**config.mk**
```make
export PLATFORM = sky130hd
export DESIGN_NAME = syscall_reader
export DESIGN_NICKNAME = d
export VERILOG_FILES = /design/src/rtl/syscall_reader_pkg.sv /design/src/rtl/syscall_reader_byte_packer.sv /design/src/rtl/syscall_reader.sv
export SDC_FILE = /design/constraint.sdc
export NUM_CORES = 1
export LEC_CHECK = 0
export ABC_AREA = 1
export CAP_MARGIN = 20
export CORE_MARGIN = 8
export CORE_UTILIZATION = 59
export DETAILED_ROUTE_END_ITERATION = 6
export DONT_BUFFER_PORTS = 1
export PLACE_DENSITY = 0.88
export SLEW_MARGIN = 20
export SYNTH_ARGS = -nofsm -noshare
export SYNTH_HDL_FRONTEND = slang
export SYNTH_HIERARCHICAL = 1
export SYNTH_SLANG_ARGS = --single-unit
```
**constraint.sdc**
```tcl
create_clock -name clk -period 2.4 [get_ports clk]
set_input_delay 0.48 -clock clk [delete_from_list [all_inputs] [get_ports clk]]
set_output_delay 0.48 -clock clk [all_outputs]
set_load 0.005 [all_outputs]
```
**src/rtl/syscall_reader_pkg.sv**
```systemverilog
// ---------------------------------------------------------------------------
// syscall_pkg
//   Shared definitions for the input-side syscall service unit:
//   SPIM service codes, the ASCII bytes the parsers care about, the
//   service FSM state type and a small digit-classification helper.
// ---------------------------------------------------------------------------
package syscall_pkg;

    // SPIM service codes carried in $v0
    localparam logic [31:0] SYS_PRINT_INT = 32'd1;
    localparam logic [31:0] SYS_PRINT_STR = 32'd4;
    localparam logic [31:0] SYS_READ_INT  = 32'd5;
    localparam logic [31:0] SYS_READ_STR  = 32'd8;
    localparam logic [31:0] SYS_EXIT      = 32'd10;

    // ASCII bytes recognised by the console parsers
    localparam logic [7:0] NL    = 8'h0A;
    localparam logic [7:0] SP    = 8'h20;
    localparam logic [7:0] MINUS = 8'h2D;
    localparam logic [7:0] ZERO  = 8'h30;

    // Service FSM states.
    //   ST_STR_FLUSH : waits for any in-flight word write, then flushes the packer
    //   ST_STR_LAST  : the cycle in which the final (NUL-terminated) word is written
    typedef enum logic [2:0] {
        ST_IDLE,
        ST_INT,
        ST_INT_WB,
        ST_STR,
        ST_STR_FLUSH,
        ST_STR_LAST,
        ST_DONE
    } state_t;

    function automatic logic is_digit(input logic [7:0] b);
        return (b >= ZERO) && (b <= 8'h39);
    endfunction

endpackage

```
**src/rtl/syscall_reader_byte_packer.sv**
```systemverilog
// ---------------------------------------------------------------------------
// byte_packer
//   Little-endian 4-lane word assembler. Byte k of a word lands in bits
//   [8k+7:8k]. When the fourth byte is pushed, or on flush, the assembled
//   word is registered on 'word' and 'word_ready' pulses for one cycle.
//   Unfilled lanes are always zero, so a flush naturally appends the NUL
//   and zero-pads; a flush with no pending bytes yields an all-zero word.
//
// Ports
//   clk        in   clock
//   reset      in   synchronous active-high reset
//   clear      in   discard any partial word (start of a new string)
//   push       in   accept din into the next free lane
//   flush      in   emit the partial word (never together with push)
//   din        in   8-bit data byte
//   word       out  last completed word
//   word_ready out  one-cycle pulse, word valid
// ---------------------------------------------------------------------------
module byte_packer (
    input  logic        clk,
    input  logic        reset,
    input  logic        clear,
    input  logic        push,
    input  logic        flush,
    input  logic [7:0]  din,
    output logic [31:0] word,
    output logic        word_ready
);

    logic [1:0]  lane_cnt_reg;
    logic [31:0] pack_reg;
    logic [31:0] word_reg;
    logic        word_ready_reg;
    logic [31:0] word_next;
    logic        word_done;

    // Assembled word including a byte pushed this cycle, so the fourth
    // byte can be emitted in the same edge it is accepted.
    generate
        for (genvar gi = 0; gi < 4; gi++) begin : g_lane
            assign word_next[8*gi +: 8] =
                (push && (lane_cnt_reg == 2'(gi))) ? din : pack_reg[8*gi +: 8];
        end
    endgenerate

    assign word_done = (push && (lane_cnt_reg == 2'd3)) || flush;

    always_ff @(posedge clk) begin
        if (reset || clear) begin
            lane_cnt_reg   <= 2'd0;
            pack_reg       <= 32'd0;
            word_reg       <= 32'd0;
            word_ready_reg <= 1'b0;
        end else begin
            word_ready_reg <= word_done;
            if (word_done) begin
                word_reg     <= word_next;
                pack_reg     <= 32'd0;
                lane_cnt_reg <= 2'd0;
            end else if (push) begin
                pack_reg[8*lane_cnt_reg +: 8] <= din;
                lane_cnt_reg                  <= lane_cnt_reg + 2'd1;
            end
        end
    end

    assign word       = word_reg;
    assign word_ready = word_ready_reg;

endmodule

```
**src/rtl/syscall_reader.sv**
```systemverilog
// ---------------------------------------------------------------------------
// syscall_reader
//   Input-side syscall service unit. Services read_int (v0=5) and
//   read_string (v0=8) from a valid/ready console byte stream while
//   stalling the pipeline. read_int writes the parsed value to $v0 through
//   wb_en/wb_data; read_string packs bytes little-endian into memory words.
//
// Ports
//   clk        in   clock
//   reset      in   synchronous active-high reset (aborts any service)
//   sys        in   one-cycle syscall pulse
//   regv       in   $v0 service code
//   rega       in   $a0 buffer byte address
//   rega1      in   $a1 buffer length in bytes
//   rx_data    in   console byte
//   rx_valid   in   console byte valid
//   rx_ready   out  byte accepted when rx_valid && rx_ready
//   stall      out  pipeline freeze while busy
//   wb_en      out  one-cycle $v0 write strobe
//   wb_data    out  read_int result
//   mem_we     out  one-cycle word write strobe
//   mem_addr   out  word address
//   mem_wdata  out  packed word
//   done       out  one-cycle completion pulse
// ---------------------------------------------------------------------------
module syscall_reader
    import syscall_pkg::*;
#(
    parameter int MAX_STR = 256,
    parameter int ADDR_W  = 30
) (
    input  logic              clk,
    input  logic              reset,
    input  logic              sys,
    input  logic [31:0]       regv,
    input  logic [31:0]       rega,
    input  logic [31:0]       rega1,
    input  logic [7:0]        rx_data,
    input  logic              rx_valid,
    output logic              rx_ready,
    output logic              stall,
    output logic              wb_en,
    output logic [31:0]       wb_data,
    output logic              mem_we,
    output logic [ADDR_W-1:0] mem_addr,
    output logic [31:0]       mem_wdata,
    output logic              done
);

    localparam int CNT_W = $clog2(MAX_STR + 1);

    state_t              state_reg;
    logic                stall_reg;
    logic                done_reg;
    logic                wb_en_reg;
    logic [31:0]         wb_data_reg;
    logic                rx_en_reg;
    logic [31:0]         acc_reg;
    logic                neg_reg;
    logic                started_reg;
    logic [ADDR_W-1:0]   addr_reg;
    logic [CNT_W-1:0]    cnt_reg;
    logic [CNT_W-1:0]    limit_reg;

    logic [CNT_W-1:0]    limit_next;
    logic [CNT_W-1:0]    cnt_next;
    logic                rx_fire;
    logic                pk_push;
    logic                pk_flush;
    logic                pk_clear;
    logic                pk_ready;
    logic [31:0]         pk_word;
    logic                unused_bits;

    // Buffer byte address low bits are ignored: writes are word-aligned.
    assign unused_bits = ^rega[1:0];

    // Acceptance is suppressed while a word write is in flight so the
    // packer never has to hold two words at once.
    assign rx_ready = rx_en_reg && !pk_ready;
    assign rx_fire  = rx_valid && rx_ready;

    assign limit_next = (rega1 > 32'(MAX_STR)) ? CNT_W'(MAX_STR) : CNT_W'(rega1);
    assign cnt_next   = cnt_reg + CNT_W'(1);

    assign pk_clear = (state_reg == ST_IDLE) && sys && (regv == SYS_READ_STR);
    assign pk_push  = rx_fire && (state_reg == ST_STR);
    assign pk_flush = (state_reg == ST_STR_FLUSH) && !pk_ready;

    byte_packer u_packer (
        .clk        (clk),
        .reset      (reset),
        .clear      (pk_clear),
        .push       (pk_push),
        .flush      (pk_flush),
        .din        (rx_data),
        .word       (pk_word),
        .word_ready (pk_ready)
    );

    always_ff @(posedge clk) begin
        if (reset) begin
            state_reg   <= ST_IDLE;
            stall_reg   <= 1'b0;
            done_reg    <= 1'b0;
            wb_en_reg   <= 1'b0;
            wb_data_reg <= 32'd0;
            rx_en_reg   <= 1'b0;
            acc_reg     <= 32'd0;
            neg_reg     <= 1'b0;
            started_reg <= 1'b0;
            addr_reg    <= '0;
            cnt_reg     <= '0;
            limit_reg   <= '0;
        end else begin
            done_reg  <= 1'b0;
            wb_en_reg <= 1'b0;

            // Each word write consumes the current address.
            if (pk_ready) begin
                addr_reg <= addr_reg + ADDR_W'(1);
            end

            case (state_reg)
                ST_IDLE: begin
                    if (sys && (regv == SYS_READ_INT)) begin
                        state_reg   <= ST_INT;
                        stall_reg   <= 1'b1;
                        rx_en_reg   <= 1'b1;
                        acc_reg     <= 32'd0;
                        neg_reg     <= 1'b0;
                        started_reg <= 1'b0;
                    end else if (sys && (regv == SYS_READ_STR)) begin
                        stall_reg <= 1'b1;
                        addr_reg  <= ADDR_W'(rega[31:2]);
                        cnt_reg   <= '0;
                        limit_reg <= limit_next;
                        if (limit_next == '0) begin
                            state_reg <= ST_DONE;
                            done_reg  <= 1'b1;
                        end else if (limit_next == CNT_W'(1)) begin
                            // Room for the NUL only.
                            state_reg <= ST_STR_FLUSH;
                        end else begin
                            state_reg <= ST_STR;
                            rx_en_reg <= 1'b1;
                        end
                    end
                end

                ST_INT: begin
                    if (rx_fire) begin
                        if (rx_data == NL) begin
                            rx_en_reg   <= 1'b0;
                            wb_en_reg   <= 1'b1;
                            wb_data_reg <= neg_reg ? (32'd0 - acc_reg) : acc_reg;
                            state_reg   <= ST_INT_WB;
                        end else if ((rx_data == SP) && !started_reg) begin
                            // leading blank: skip
                        end else if ((rx_data == MINUS) && !started_reg) begin
                            neg_reg     <= 1'b1;
                            started_reg <= 1'b1;
                        end else if (is_digit(rx_data)) begin
                            // acc*10 + d, wrapping modulo 2^32
                            acc_reg     <= (acc_reg << 3) + (acc_reg << 1)
                                           + 32'(rx_data[3:0]);
                            started_reg <= 1'b1;
                        end else begin
                            started_reg <= 1'b1;
                        end
                    end
                end

                ST_INT_WB: begin
                    state_reg <= ST_DONE;
                    done_reg  <= 1'b1;
                end

                ST_STR: begin
                    if (rx_fire) begin
                        cnt_reg <= cnt_next;
                        // One slot is always reserved for the NUL.
                        if ((rx_data == NL) || (cnt_next == limit_reg - CNT_W'(1))) begin
                            rx_en_reg <= 1'b0;
                            state_reg <= ST_STR_FLUSH;
                        end
                    end
                end

                ST_STR_FLUSH: begin
                    if (!pk_ready) begin
                        state_reg <= ST_STR_LAST;
                    end
                end

                ST_STR_LAST: begin
                    state_reg <= ST_DONE;
                    done_reg  <= 1'b1;
                end

                ST_DONE: begin
                    state_reg <= ST_IDLE;
                    stall_reg <= 1'b0;
                end

                default: begin
                    state_reg <= ST_IDLE;
                    stall_reg <= 1'b0;
                    rx_en_reg <= 1'b0;
                end
            endcase
        end
    end

    assign stall     = stall_reg;
    assign done      = done_reg;
    assign wb_en     = wb_en_reg;
    assign wb_data   = wb_data_reg;
    assign mem_we    = pk_ready;
    assign mem_addr  = addr_reg;
    assign mem_wdata = pk_word;

endmodule

```
==> results.sh <==
export IMPL_drive_gt1_share_pct=13.83
export IMPL_critPathCaptureType="register"
export IMPL_drc=4
export IMPL_dieWidth_um=158.3
export IMPL_dp_cells=2083
export IMPL_gp_congestion=0.9954
export IMPL_max_slew_margin_pct=50.94
export IMPL_ff_latch_area_sq_mm=0.003775
export IMPL_hpwl_mm=27.80
export IMPL_yosys_area_top_type="dfxtp_1"
export IMPL_p_seq_share_pct=40.0
export IMPL_grt_pass1_vias=11768
export IMPL_min_period_over_period_pct=99.13
export IMPL_grt_ovfl_total=0
export IMPL_fin_nets=2015
export IMPL_powerDensity_mw_per_mm2=611.8
export IMPL_vdd_drop_max_mv=0.5223
export IMPL_antenna_left=0
export IMPL_stdcell_count=2121
export IMPL_initial_core_util_pct=59.63
export IMPL_combPwrFrac_pct=24.8
export IMPL_slew_viol_final=0
export IMPL_internal_power_mw=5.322
export IMPL_setup_ws_ns=0.02097
export IMPL_cp_required_ns=2.77
export IMPL_fill_cells=1672
export IMPL_drt_wl_total_mm=37.03
export IMPL_violations="design-rule violations"
export IMPL_insertedDiodeCount=0
export IMPL_grt_util_all_layers_pct=28.45
export IMPL_clkSinkCount=188
export IMPL_cts_buffers=17
export IMPL_insertion_delay_ns=0.45
export IMPL_power_leakage_nw=6.059
export IMPL_holdBufCountCts=0
export IMPL_grt_antenna_before_repair=0
export IMPL_whs_ns=0.09451
export IMPL_cts_root_buf="clkbuf_16"
export IMPL_power_frac_clock_pct=35.3
export IMPL_syn_inst=1786
export IMPL_finalSetupViolCount=0
export IMPL_area_delta_synth_final_pct=12.93
export IMPL_io_buffers=0
export IMPL_ios=207
export IMPL_p_sw_share_pct=35.53
export IMPL_cts_htree_levels=4
export IMPL_max_freq_mhz=420.3
export IMPL_drtPass1Iterations=7
export IMPL_rsz0062_at_grt="yes"
export IMPL_worst_path_max_fanout=4
export IMPL_status="complete, but fails checks"
export IMPL_ys_ff_latch=188
export IMPL_holdPathStages=1
export IMPL_skew_ns=0.01531
export IMPL_period_minus_slack_ns=2.379
export IMPL_ys_types=57
export IMPL_dp_slack_ns=-0.1786
export IMPL_cp_data_arrival_time_ns=2.75
export IMPL_rr_worst_depth=12
export IMPL_synth_most_common_cell="nand2_1"
export IMPL_p_switching_mw=2.934
export IMPL_synthTopCellsByCount="487 x nand2_1, 215 x nor2_1, 188 x dfxtp_1"
export IMPL_fin_util_pct=67.35
export IMPL_cts_tree="done"
export IMPL_path_class="register to register"
export IMPL_dr_first_iter_drc_count=1189
export IMPL_clk_pin_slew_ns=0.08
export IMPL_avgSynthCellArea_sq_um=6.691
export IMPL_crit_path_start_kind="register"
export IMPL_die_area_sq_mm=0.02507
export IMPL_synthArstFlopShare_pct=0
export IMPL_fp_dieH_um=158.3
export IMPL_syn_area_sq_mm=0.01195
export IMPL_worstMarginPinSlew_ns=0.7256
export IMPL_num_rows=52
export IMPL_synthTopCellsByArea="dfxtp_1 31%, nand2_1 15%, ha_1 7.0%, nor2_1 6.8%, a21oi_1 6.4%"
export IMPL_reg2reg_setup_slack_ns=0.02
export IMPL_hold_path_class="input port to register"
export IMPL_viasPerCell=5.864
export IMPL_vias=12438
export IMPL_core_area_sq_mm=0.02004
export IMPL_synthesis_nets=1963
export IMPL_grt_max_degree=41
export IMPL_wl_per_cell_um=17.46
export IMPL_hold_viol=0
export IMPL_synth_edf_count=0
export IMPL_grt_pass1_wl_mm=57.68
export IMPL_cap_violations=0
export IMPL_synth_top_cell_area_share_pct=31.49
export IMPL_multi_input_area_sq_mm=0.007448
export IMPL_seq_area_frac_synth_pct=31.49
export IMPL_p_total_mw=8.256
export IMPL_synth_ff_type="dfxtp_1"
export IMPL_yosys_warnings=6
export IMPL_cts_max_path_buffers=2
-- final timing paths --
kind	start	endpoint
setup reg to reg	acc_reg[1]	acc_reg[10]
hold / removal	reset	done
hold reg to reg	u_packer/word[16]	u_packer/word[16]
setup / recovery	acc_reg[1]	acc_reg[10]
-- final cells by class --
class / count / area share, %
well taps: 270 / 2.503
inverters: 171 / 4.812
multi-input cells: 1375 / 55.19
clock inverters: 15 / 1.456
clock buffers: 17 / 3.152
repair buffers: 85 / 4.914
flip-flops and latches: 188 / 27.97
-- power groups by stage --
stage / Clock, mW / Sequential, mW / Combinational [mW]
floorplan: 0 / 3.36 / 1.33
global placement: 0 / 3.37 / 1.80
detailed placement: 0 / 3.37 / 1.86
CTS: 2.93 / 3.30 / 1.88
global route: 3.05 / 3.31 / 2.22
finish: 2.91 / 3.30 / 2.05
-- logic make-up after synthesis --
kind of cell,Yosys count,synth area share [%]
AND/OR/NAND/NOR,904,33.46
AO/OA/AOI/OAI,345,15.80
buffers and inverters,223,7.716
flip-flops,188,31.49
adder cells (fa/ha/maj),69,7.350
XOR/XNOR,57,4.178
-- metal layers --
layer	global-route usage (%)	up-vias	wire, um
met5	0	-	0
met1	32.73	5714	14050
met3	6.895	133	3612
met4	12.57	0	1496
met2	49.30	619	17870
li1	-	5972	-
-- critical path: stages (launching register included) --
cell,delay (ns)
dfxtp_1,0.36
ha_1,0.29
ha_1,0.18
inv_1,0.07
fa_2,0.41
o21ai_4,0.17
nand3_2,0.09
nand2_2,0.10
buf_4,0.13
o21ai_0,0.10
a21oi_1,0.20
o21ai_1,0.08
a21oi_1,0.11
-- cells in the final DEF (no fill, tap or decap), drive strengths merged, types with 7 or more instances in the layout --
cell type    n
clkbuf      17
nor2       233
or2          7
nand2      506
inv        175
xnor2       23
clkinv      11
o21ai      136
nand3       76
ha          67
nand4       37
nor4         9
a21oi      160
nor3        24
xor2        34
buf         85
a22oi        7
dfxtp      188
o211ai       9
-- stage by stage --
stage          instance area (sq um)  TNS, ns
3_5_place_dp                   12650   -1.780
3_3_place_gp                   12650  -0.8036
2_1_floorplan                  11970        0
4_1_cts                        13280        0
6_report                       13500        0
5_1_grt                        13500  -0.9843
-- what timing repair did --
| item | 4_1_cts | 5_1_grt |
|---|---|---|
| pin swaps | 0 | 6 |
| gates resized for setup | 3 | 45 |
| setup buffers | 0 | 6 |
| setup endpoints to repair | 3 | 60 |
Power figures use the tool's default switching activity.
